File: config.mk
export PLATFORM = sky130hd
export DESIGN_NAME = life_engine
export DESIGN_NICKNAME = d
export VERILOG_FILES = /design/src/rtl/life_engine.sv
export SDC_FILE = /design/constraint.sdc
export NUM_CORES = 1
export LEC_CHECK = 0
export ABC_AREA = 1
export BUFFER_PORTS_ARGS = -buffer_cell sky130_fd_sc_hd__buf_2
export CORE_MARGIN = 2
export CORE_UTILIZATION = 60
export DETAILED_ROUTE_END_ITERATION = 10
export HOLD_SLACK_MARGIN = 0.1
export PLACE_DENSITY = 0.86
export SYNTH_ARGS = -nofsm -noshare
export SYNTH_HDL_FRONTEND = slang
export SYNTH_SLANG_ARGS = --single-unit
File: constraint.sdc
create_clock -name clk -period 7.22 [get_ports clk]
set_input_delay 0.361 -clock clk [delete_from_list [all_inputs] [get_ports clk]]
set_output_delay 0.361 -clock clk [all_outputs]
set_load 0.02 [all_outputs]
File: src/rtl/life_engine.sv
// Conway's Game of Life (B3/S23) engine on a toroidal WIDTH x HEIGHT grid.
// Holds the displayed generation in cur, builds the next one cell-by-cell
// into nxt, then commits it in a single cycle. Single-cell registered read port.
module life_engine #(
    parameter int WIDTH  = 8,
    parameter int HEIGHT = 8,
    parameter int GEN_W  = 16,
    localparam int N     = WIDTH * HEIGHT,
    localparam int AW    = (N > 1) ? $clog2(N) : 1,
    localparam int PW    = $clog2(N + 1)
) (
    input  logic             clk,
    input  logic             rst,
    input  logic             seed_valid,
    input  logic [N-1:0]     seed_data,
    input  logic             step,
    output logic             busy,
    output logic             done,
    output logic [GEN_W-1:0] gen_count,
    output logic [PW-1:0]    population,
    input  logic [AW-1:0]    rd_addr,
    output logic             rd_cell
);

    localparam int XW = (WIDTH  > 1) ? $clog2(WIDTH)  : 1;
    localparam int YW = (HEIGHT > 1) ? $clog2(HEIGHT) : 1;

    typedef enum logic [1:0] {
        IDLE,
        COMPUTE,
        COMMIT
    } state_t;

    state_t        state;
    logic [N-1:0]  cur;
    logic [N-1:0]  nxt;
    logic [AW-1:0] idx;
    logic [XW-1:0] x;
    logic [YW-1:0] y;

    logic [XW-1:0] xm, xp;
    logic [YW-1:0] ym, yp;
    logic [AW-1:0] base_m, base_c, base_p;
    logic [7:0]    nb;
    logic [3:0]    ncount;
    logic          next_cell;

    function automatic logic [PW-1:0] popcount(input logic [N-1:0] g);
        logic [PW-1:0] c;
        c = '0;
        for (int unsigned i = 0; i < N; i++) begin
            c = c + PW'(g[i]);
        end
        return c;
    endfunction

    // Neighbourhood of the current scan cell; x/y counters avoid any modulo on idx
    always_comb begin
        xm = (x == '0) ? XW'(WIDTH - 1) : x - 1'b1;
        xp = (x == XW'(WIDTH - 1)) ? '0 : x + 1'b1;
        ym = (y == '0) ? YW'(HEIGHT - 1) : y - 1'b1;
        yp = (y == YW'(HEIGHT - 1)) ? '0 : y + 1'b1;

        base_m = AW'(ym) * AW'(WIDTH);
        base_c = AW'(y)  * AW'(WIDTH);
        base_p = AW'(yp) * AW'(WIDTH);

        nb = {cur[base_m + AW'(xm)], cur[base_m + AW'(x)], cur[base_m + AW'(xp)],
              cur[base_c + AW'(xm)],                       cur[base_c + AW'(xp)],
              cur[base_p + AW'(xm)], cur[base_p + AW'(x)], cur[base_p + AW'(xp)]};

        ncount = '0;
        for (int unsigned k = 0; k < 8; k++) begin
            ncount = ncount + 4'(nb[k]);
        end

        next_cell = (ncount == 4'd3) || (cur[idx] && (ncount == 4'd2));
    end

    // Control FSM, grid buffers, counters and the registered read port
    always_ff @(posedge clk) begin
        if (rst) begin
            state      <= IDLE;
            cur        <= '0;
            nxt        <= '0;
            idx        <= '0;
            x          <= '0;
            y          <= '0;
            busy       <= 1'b0;
            done       <= 1'b0;
            gen_count  <= '0;
            population <= '0;
            rd_cell    <= 1'b0;
        end else begin
            done    <= 1'b0;
            rd_cell <= ({1'b0, rd_addr} < (AW + 1)'(N)) ? cur[rd_addr] : 1'b0;

            case (state)
                IDLE: begin
                    if (seed_valid) begin
                        cur        <= seed_data;
                        population <= popcount(seed_data);
                        gen_count  <= '0;
                    end else if (step) begin
                        state <= COMPUTE;
                        busy  <= 1'b1;
                        idx   <= '0;
                        x     <= '0;
                        y     <= '0;
                    end
                end

                COMPUTE: begin
                    nxt[idx] <= next_cell;
                    if (idx == AW'(N - 1)) begin
                        state <= COMMIT;
                        idx   <= '0;
                        x     <= '0;
                        y     <= '0;
                    end else begin
                        idx <= idx + 1'b1;
                        if (x == XW'(WIDTH - 1)) begin
                            x <= '0;
                            y <= y + 1'b1;
                        end else begin
                            x <= x + 1'b1;
                        end
                    end
                end

                COMMIT: begin
                    cur        <= nxt;
                    population <= popcount(nxt);
                    gen_count  <= gen_count + 1'b1;
                    busy       <= 1'b0;
                    done       <= 1'b1;
                    state      <= IDLE;
                end

                default: state <= IDLE;
            endcase
        end
    end

endmodule

==> impl_metrics.env, run 1 <==
export IMPL_status="completed"
export IMPL_global_route_usage_met1_pct=50.5
export IMPL_htreeDepth=4
export IMPL_grtUsageMet2_pct=60.9
export IMPL_crit_arrival_ns=6.68
export IMPL_fp_dieH_um=157
export IMPL_dpl_instance_area_mm2=0.0146
export IMPL_pwr_share_comb_pct=62.2
export IMPL_avgSynthCellArea_um2=7.21
export IMPL_drt_first_iter_violations=2071
export IMPL_layout_nets=2214
export IMPL_syn_cell_area_mm2=0.0141
export IMPL_io_pin_count=100
export IMPL_critPathCapture="nxt[28]"
export IMPL_wl_mm=47.4
export IMPL_synth_net_count=2182
export IMPL_grt_pass1_vias=13460
export IMPL_switchingPower_mw=2.50
export IMPL_die_x_um=157
export IMPL_cts_root_buffer="clkbuf_16"
export IMPL_p_per_area_mw_per_mm2=344
export IMPL_p_clk_share_pct=18.1
export IMPL_netlist_instances=1953
export IMPL_period_needed_ns=6.31
export IMPL_post_cts_resized=0
export IMPL_cts_hold_buffers=0
export IMPL_dr_pass1_iters=7
export IMPL_hold_violations=0
export IMPL_ys_types=47
export IMPL_hold_path_class="in -> reg"
export IMPL_ys_seq_area_share_pct=23.9
export IMPL_rsz0062_at_grt="no"
export IMPL_ant_nets=0
export IMPL_swShare_pct=48.1
export IMPL_cts_clk_slew_worst_paths_ns=0.07
export IMPL_cp_end_kind="register"
export IMPL_antenna_found_initial=0
export IMPL_grtUsageTotal_pct=38.8
export IMPL_final_core_util_pct=65.1
export IMPL_drv_slew=0
export IMPL_final_cell_mix="nand2_1 (384), inv_1 (308), o21ai_0 (204)"
export IMPL_wl_per_cell_um=20.5
export IMPL_cp_required_ns=7.59
export IMPL_max_cap_violations=0
export IMPL_start_kind="register"
export IMPL_grtUsageMet3_pct=6.99
export IMPL_num_vias=14428
export IMPL_drive_gt1_share_pct=11.6
export IMPL_port_buffers=99
export IMPL_drc=0
export IMPL_slew_limit_headroom_pct=24.5
export IMPL_post_cts_buffers=0
export IMPL_coreArea_mm2=0.0233
export IMPL_cts_made_buffers=17
export IMPL_n_fill_cell=2023
export IMPL_tns_ns=0
export IMPL_layout_commonest_cell="nand2_1"
export IMPL_fin_crit_sh_pct=87.5
export IMPL_dp_hpwl_mm=34.9
export IMPL_worst_pin_slew_ns=1.13
export IMPL_grt_remaining_overflow=0
export IMPL_design_die_area_mm2=0.0247
export IMPL_skew_ns=0.0144
export IMPL_ys_seq_elements=168
export IMPL_start_util_pct=60.6
export IMPL_ys_flop_type="dfxtp_1"
export IMPL_rr_startpoint="x[0]"
export IMPL_p_int_mw=2.70
export IMPL_rows=56
export IMPL_synth_edf_count=0
export IMPL_synthToLayoutAreaGrowth_pct=7.45
export IMPL_setup_violations=0
export IMPL_seqPwrFrac_pct=19.7
export IMPL_cts_sinks=168
export IMPL_cts_buffer_depth=2
export IMPL_crit_start="x[0]"
export IMPL_r2r_slack_ns=0.91
export IMPL_grt_max_degree=88
export IMPL_yosys_warnings=0
export IMPL_p_leak_nw=6.73
export IMPL_gp_congestion=1.01
export IMPL_synth_async_sr_flop_share_pct=0
export IMPL_irDropWorstVdd_mv=0.945
export IMPL_fin_area_mm2=0.0151
export IMPL_path_max_fanout=64
export IMPL_grt_pass1_wl_mm=73.3
export IMPL_grt_busiest_layer="met2"
export IMPL_clkLatencyLatePin_ns=0.45
export IMPL_fmax_mhz=158
export IMPL_placedCellCount=2285
export IMPL_reg2regPathDepth=24
export IMPL_r2r_end="nxt[28]"
export IMPL_critPathKind="reg -> reg"
export IMPL_antenna_cells=0
export IMPL_cts_tree="built"
export IMPL_final_cells=2317
export IMPL_vias_per_cell=6.23
through the flow:
stage	hold WS (ns)	setup WS, ns	power, mW
finish	0.194	0.905	5.21
CTS	0.196	0.948	5.12
detailed placement	0.464	0.972	4.14
global route	0.212	0.555	5.66
global placement	0.455	1.06	4.04
floorplan	0.468	1.43	3.50
kinds of logic (layout without fill, tap and decap cells):
logic type,count (synthesis),count (layout),synth area share (%)
AOI/OAI and AO/OA,540,540,23.7
xor gates and xnor gates,2,2,0.124
adders and majority gates,155,155,19.7
buffers and inverters,422,467,12.6
DFF,168,168,23.9
and+or+nand+nor,666,666,20.0
metal layers:
| layer | vias up | share of wire, % |
|---|---|---|
| met4 | 0 | 5.9 |
| li1 | 6498 | - |
| met3 | 204 | 12 |
| met5 | - | 0 |
| met2 | 1074 | 45 |
| met1 | 6652 | 37 |
final cells by class:
class	instances	area (µm²)	share of cell area [%]
repair buffers	115	616	4.07
inverters	320	1210	7.97
multi-input cells	1363	8960	59.2
flip-flops and latches	168	3360	22.2
clock inverters	11	136	0.901
well taps	319	399	2.64
clock buffers	21	450	2.98
worst min path at each step:
stage | start | end | slack [ns] | cells past startpoint
6_report | rd_addr[5] | rd_cell | 0.19 | 3
5_1_grt | seed_data[62] | cur[62] | 0.21 | 3
4_1_cts | rd_addr[5] | rd_cell | 0.20 | 3
3_5_place_dp | gen_count[15] | gen_count[15] | 0.46 | 2
3_3_place_gp | gen_count[15] | gen_count[15] | 0.45 | 2
2_1_floorplan | cur[62] | cur[62] | 0.47 | 2
power groups by stage:
stage | clock [mW] | combinational, mW | sequential (mW)
4_1_cts | 0.937 | 3.16 | 1.02
5_1_grt | 0.978 | 3.65 | 1.03
3_3_place_gp | 0 | 3.00 | 1.04
3_5_place_dp | 0 | 3.09 | 1.04
6_report | 0.944 | 3.24 | 1.03
2_1_floorplan | 0 | 2.46 | 1.04
Yosys cell counts, types with 2 or more instances:
library cell | number | area (µm²)
nand2_1 | 384 | 1440
xor2_1 | 2 | 17.5
o211ai_1 | 30 | 225
ha_1 | 43 | 538
inv_1 | 309 | 1160
dfxtp_1 | 168 | 3360
nor3_2 | 3 | 30.0
nand2_2 | 3 | 18.8
buf_4 | 6 | 45.0
nor3_1 | 8 | 40.0
buf_2 | 27 | 135
a221oi_1 | 43 | 377
a21oi_2 | 61 | 534
inv_2 | 6 | 22.5
o21ai_0 | 204 | 1020
clkbuf_1 | 49 | 184
a211oi_1 | 3 | 22.5
nor2_1 | 100 | 375
a31oi_1 | 7 | 43.8
o21a_1 | 10 | 75.1
buf_8 | 6 | 90.1
or2_2 | 2 | 12.5
a21oi_1 | 136 | 681
nor2_4 | 2 | 22.5
o221ai_1 | 29 | 254
o21ai_1 | 11 | 55.1
nand3b_1 | 3 | 22.5
nor2_2 | 3 | 18.8
nand3_1 | 151 | 756
buf_6 | 8 | 90.1
buf_1 | 6 | 22.5
fa_1 | 112 | 2240
clkinv_1 | 4 | 15.0
flip-flops by register name, summed over array words and instances, names as in the netlist:
signal and cells:
cur 64, nxt 64, gen_count 16, population 7
idx 6, x 3, y 3, state 2
busy 1, done 1, rd_cell 1
worst max-delay path, cell delays in order, from the launching register on:
cell and delay [ns]:
dfxtp_2 0.37, ha_1 0.21, ha_1 0.64, clkinv_1 0.14, buf_4 0.24, a21oi_1 0.12, o21ai_0 0.09, nand2_1 0.08
nand2_1 0.05, nand2_1 0.17, nand2_1 0.08, nand3_1 0.08, nand2_1 0.07, nand2_1 0.06, nand2_1 0.08, fa_1 0.51
fa_1 0.52, fa_1 0.54, inv_1 0.04, ha_1 0.21, fa_1 0.48, o21ai_0 0.08, a21oi_1 0.55, nand2_8 0.49
a21oi_2 0.28
(Power assumes the default switching activity.)
==> run 2: changes to the inputs <==
- CELL_PAD_IN_SITES_DETAIL_PLACEMENT: default -> 1
- CELL_PAD_IN_SITES_GLOBAL_PLACEMENT: default -> 1
- CORE_UTILIZATION: 60 -> 46
- PLACE_DENSITY: 0.86 -> 0.89
==> impl_metrics.env, run 2 (synthesis results as in run 1) <==
export IMPL_status="completed"
export IMPL_wl_met3_mm=5.07
export IMPL_num_vias=15141
export IMPL_slew_limit_headroom_pct=33.6
export IMPL_layout_commonest_cell="nand2_1"
export IMPL_synthToLayoutAreaGrowth_pct=8.54
export IMPL_gp_congestion=0.941
export IMPL_grt_max_degree=74
export IMPL_vias_per_cell=6.32
export IMPL_fp_dieH_um=179
export IMPL_cp_end_kind="register"
export IMPL_reg2regPathDepth=23
export IMPL_dp_hpwl_mm=43.2
export IMPL_wl_per_cell_um=24.8
export IMPL_coreArea_mm2=0.0303
export IMPL_fmax_mhz=152
export IMPL_p_leak_nw=6.76
export IMPL_setup_violations=0
export IMPL_cts_made_buffers=17
export IMPL_fin_crit_sh_pct=91.0
export IMPL_layout_nets=2217
export IMPL_wl_mm=59.5
export IMPL_grt_remaining_overflow=0
export IMPL_n_fill_cell=3892
export IMPL_tns_ns=0
export IMPL_drc=0
export IMPL_cts_sinks=168
export IMPL_largestRegisters="cur x64, nxt x64, gen_count x16"
export IMPL_rsz0062_at_grt="no"
export IMPL_grt_pass1_vias=15495
export IMPL_dr_pass1_iters=6
export IMPL_cts_clk_slew_worst_paths_ns=0.08
export IMPL_fin_area_mm2=0.0153
export IMPL_holdPathStages=3
export IMPL_start_util_pct=46.4
export IMPL_cts_buffer_depth=2
export IMPL_drive_gt1_share_pct=11.8
export IMPL_period_needed_ns=6.57
export IMPL_wl_met2_mm=27.8
export IMPL_clkLatencyLatePin_ns=0.45
export IMPL_htreeDepth=4
export IMPL_cts_root_buffer="clkbuf_16"
export IMPL_antenna_found_initial=1
export IMPL_start_kind="register"
export IMPL_rows=64
export IMPL_met1_length_mm=22.3
export IMPL_p_per_area_mw_per_mm2=374
export IMPL_irDropWorstVdd_mv=0.691
export IMPL_hold_path_class="in -> reg"
export IMPL_post_cts_buffers=0
export IMPL_grtUsageTotal_pct=37.7
export IMPL_max_cap_violations=0
export IMPL_multi_input_area_mm2=0.00896
export IMPL_drv_slew=0
export IMPL_ant_nets=0
export IMPL_dpl_instance_area_mm2=0.0147
export IMPL_ff_latch_area_mm2=0.00336
export IMPL_skew_ns=0.0142
export IMPL_cts_tree="built"
export IMPL_top_layer_used="met5"
export IMPL_hold_violations=0
export IMPL_design_die_area_mm2=0.0320
export IMPL_final_cell_mix="nand2_1 (384), inv_1 (308), o21ai_0 (204)"
export IMPL_path_max_fanout=3
export IMPL_drt_first_iter_violations=1738
export IMPL_crit_arrival_ns=6.92
export IMPL_post_cts_resized=0
export IMPL_cts_hold_buffers=0
export IMPL_port_buffers=99
export IMPL_cp_required_ns=7.57
export IMPL_worst_pin_slew_ns=0.996
export IMPL_die_x_um=179
export IMPL_critPathKind="reg -> reg"
export IMPL_io_pin_count=100
export IMPL_grt_pass1_wl_mm=90.4
export IMPL_antenna_cells=0
## run 2: final timing paths
check | from | endpoint | slack [ns]
worst max-delay path | nxt[35] | population[6] | 0.65
worst min-delay path | seed_data[63] | cur[63] | 0.19
worst max register to register | nxt[35] | population[6] | 0.65
worst min register to register | gen_count[15] | gen_count[15] | 0.47
## run 2: metal layers
metal / vias to the layer above / global-route usage (%)
met5: - / 0
met4: 2 / 23.9
met3: 275 / 7.27
met2: 878 / 62.0
met1: 7477 / 45.2
li1: 6509 / -
## run 2: final cells by class
class / count / area share, %
Sequential cell: 168 / 22.0
Timing Repair Buffer: 118 / 4.34
Inverter: 320 / 7.90
Multi-Input combinational cell: 1363 / 58.6
Tap cell: 396 / 3.24
Clock buffer: 20 / 2.99
Clock inverter: 12 / 0.908
## run 2: where the power goes
| group | internal (mW) | switching (mW) | leakage (nW) |
|---|---|---|---|
| clock | 0.534 | 0.438 | 0.292 |
| combinational | 1.31 | 2.41 | 5.10 |
| sequential | 0.977 | 0.0555 | 1.37 |
| total | 2.82 | 2.90 | 6.76 |
## run 2: worst max-delay path, cell delays in order (launching register included)
cell and delay, ns:
dfxtp_1 0.36, inv_1 0.08, fa_1 0.55, inv_1 0.07, fa_1 0.44, fa_1 0.58
inv_1 0.08, fa_1 0.53, inv_1 0.05, fa_1 0.53, fa_1 0.48, fa_1 0.59
inv_1 0.07, fa_1 0.55, inv_1 0.08, fa_1 0.46, nand3_1 0.12, nand3_1 0.14
a21oi_1 0.19, nor2_1 0.07, o21ai_0 0.20, nand3_1 0.11, nand2_1 0.08, inv_1 0.06
## run 2: metrics by stage
step	hold slack, ns	util [%]	worst slack, ns	cells	total power, mW
2_1_floorplan	0.468	-	1.43	1953	3.50
3_3_place_gp	0.459	48.4	1.02	2365	4.19
3_5_place_dp	0.462	48.4	0.847	2365	4.48
4_1_cts	0.196	50.4	0.715	2397	5.59
5_1_grt	0.214	50.4	0.448	2397	6.06
6_report	0.194	50.4	0.650	2397	5.72
==> run 3: changes to the inputs <==
- REMOVE_ABC_BUFFERS: default -> 1
==> impl_metrics.env, run 3 (synthesis results as in run 1) <==
export IMPL_placedCellCount=2367
export IMPL_wl_per_cell_um=23.4
export IMPL_drc=0
export IMPL_final_cell_mix="nand2_1 (384), inv_1 (308), o21ai_0 (204)"
export IMPL_grtUsageTotal_pct=35.9
export IMPL_drt_first_iter_violations=1350
export IMPL_fmax_mhz=158
export IMPL_clkLatencyLatePin_ns=0.47
export IMPL_die_x_um=179
export IMPL_num_vias=14752
export IMPL_dp_hpwl_mm=41.4
export IMPL_worst_pin_slew_ns=1.16
export IMPL_reg2regPathDepth=23
export IMPL_p_leak_nw=6.77
export IMPL_pre_cts_ws_ns=0.908
export IMPL_crit_path_frequent_cell="fa_1"
export IMPL_ant_nets=0
export IMPL_grt_pass1_vias=15117
export IMPL_n_fill_cell=3895
export IMPL_critPathKind="reg -> reg"
export IMPL_drive_gt1_share_pct=11.9
export IMPL_post_cts_buffers=0
export IMPL_cts_tree="built"
export IMPL_holdPathStages=3
export IMPL_cts_hold_buffers=0
export IMPL_total_power_mw=5.64
export IMPL_grt_remaining_overflow=0
export IMPL_max_cap_violations=0
export IMPL_cp_required_ns=7.58
export IMPL_gp_congestion=0.965
export IMPL_cts_clk_slew_worst_paths_ns=0.07
export IMPL_grt_max_degree=127
export IMPL_cts_root_buffer="clkbuf_16"
export IMPL_wl_mm=56.2
export IMPL_critPathSlowestCell="fa_1"
export IMPL_start_util_pct=46.4
export IMPL_p_per_area_mw_per_mm2=368
export IMPL_period_needed_ns=6.35
export IMPL_post_cts_resized=0
export IMPL_status="completed"
export IMPL_tns_ns=0
export IMPL_dr_pass1_iters=5
export IMPL_crit_arrival_ns=6.70
export IMPL_fin_crit_sh_pct=87.9
export IMPL_vias_per_cell=6.15
export IMPL_hold_path_class="in -> reg"
export IMPL_layout_nets=2219
export IMPL_cp_end_kind="register"
export IMPL_io_pin_count=100
export IMPL_design_die_area_mm2=0.0320
export IMPL_start_kind="register"
export IMPL_htreeDepth=4
export IMPL_final_cells=2398
export IMPL_setup_violations=0
export IMPL_layout_commonest_cell="nand2_1"
export IMPL_layout_setup_ws_ns=0.873
export IMPL_coreArea_mm2=0.0303
export IMPL_drv_slew=0
export IMPL_path_cells="inv_1, fa_1, inv_1, fa_1, inv_1, fa_1, fa_1, inv_1, fa_1, fa_1, fa_1, inv_1, fa_1, inv_1, fa_1, nand3_1, nand3_1, a21oi_1, nor2_1, o21ai_0, nand3_1, nand2_1, inv_1"
export IMPL_slew_limit_headroom_pct=22.7
export IMPL_rows=64
export IMPL_irDropWorstVdd_mv=0.571
export IMPL_synthToLayoutAreaGrowth_pct=8.62
export IMPL_port_buffers=99
export IMPL_rsz0062_at_grt="no"
export IMPL_cts_made_buffers=17
export IMPL_largestRegisters="cur x64, nxt x64, gen_count x16"
export IMPL_cts_sinks=168
export IMPL_antenna_cells=0
export IMPL_antenna_found_initial=1
export IMPL_hold_violations=0
export IMPL_cp_slowest_stage_delay_ns=0.56
export IMPL_skew_ns=0.0155
export IMPL_fp_dieH_um=179
export IMPL_cts_buffer_depth=2
export IMPL_grt_pass1_wl_mm=86.3
export IMPL_path_max_fanout=3
run 3: worst paths after layout:
| kind | from | to | slack (ns) |
|---|---|---|---|
| worst max-delay path | nxt[47] | population[6] | 0.87 |
| worst min-delay path | seed_data[62] | cur[62] | 0.20 |
| worst max register to register | nxt[47] | population[6] | 0.87 |
| worst min register to register | gen_count[15] | gen_count[15] | 0.47 |
run 3: per-layer routing:
layer / vias to the layer above / wire, µm / global-route usage, %
met4: 2 / 3520 / 22.0
li1: 6500 / - / -
met3: 210 / 4040 / 5.60
met1: 7321 / 22300 / 44.9
met2: 719 / 26300 / 58.2
met5: - / 11 / 0
run 3: critical path: cells and delay by family (launching register included):
family	cells	cell delay, ns
AND/OR/NAND/NOR	5	0.45
buffers and inverters	7	0.50
flip-flops	1	0.39
AO/OA/AOI/OAI	2	0.30
adder cells (fa/ha/maj)	9	4.58
run 3: layout make-up:
cell class,count,area (µm²),area share [%]
well taps,396,495,3.24
repair buffers,120,653,4.27
multi-input cells,1363,8960,58.6
flip-flops and latches,168,3360,22.0
clock inverters,14,191,1.25
inverters,320,1210,7.89
clock buffers,17,425,2.78
run 3: power breakdown:
group	internal (mW)	switching [mW]	leakage, nW	total, mW
clock network	0.553	0.444	0.305	0.998
logic	1.24	2.38	5.09	3.62
registers	0.977	0.0477	1.37	1.02
total	2.77	2.87	6.77	5.64
run 3: through the flow:
step,instance area (µm²),hold slack (ns),utilization (%)
floorplan,13500,0.430,-
global placement,14700,0.462,48.4
detailed placement,14700,0.467,48.4
CTS,15300,0.194,50.4
global route,15300,0.217,50.4
finish,15300,0.197,50.4
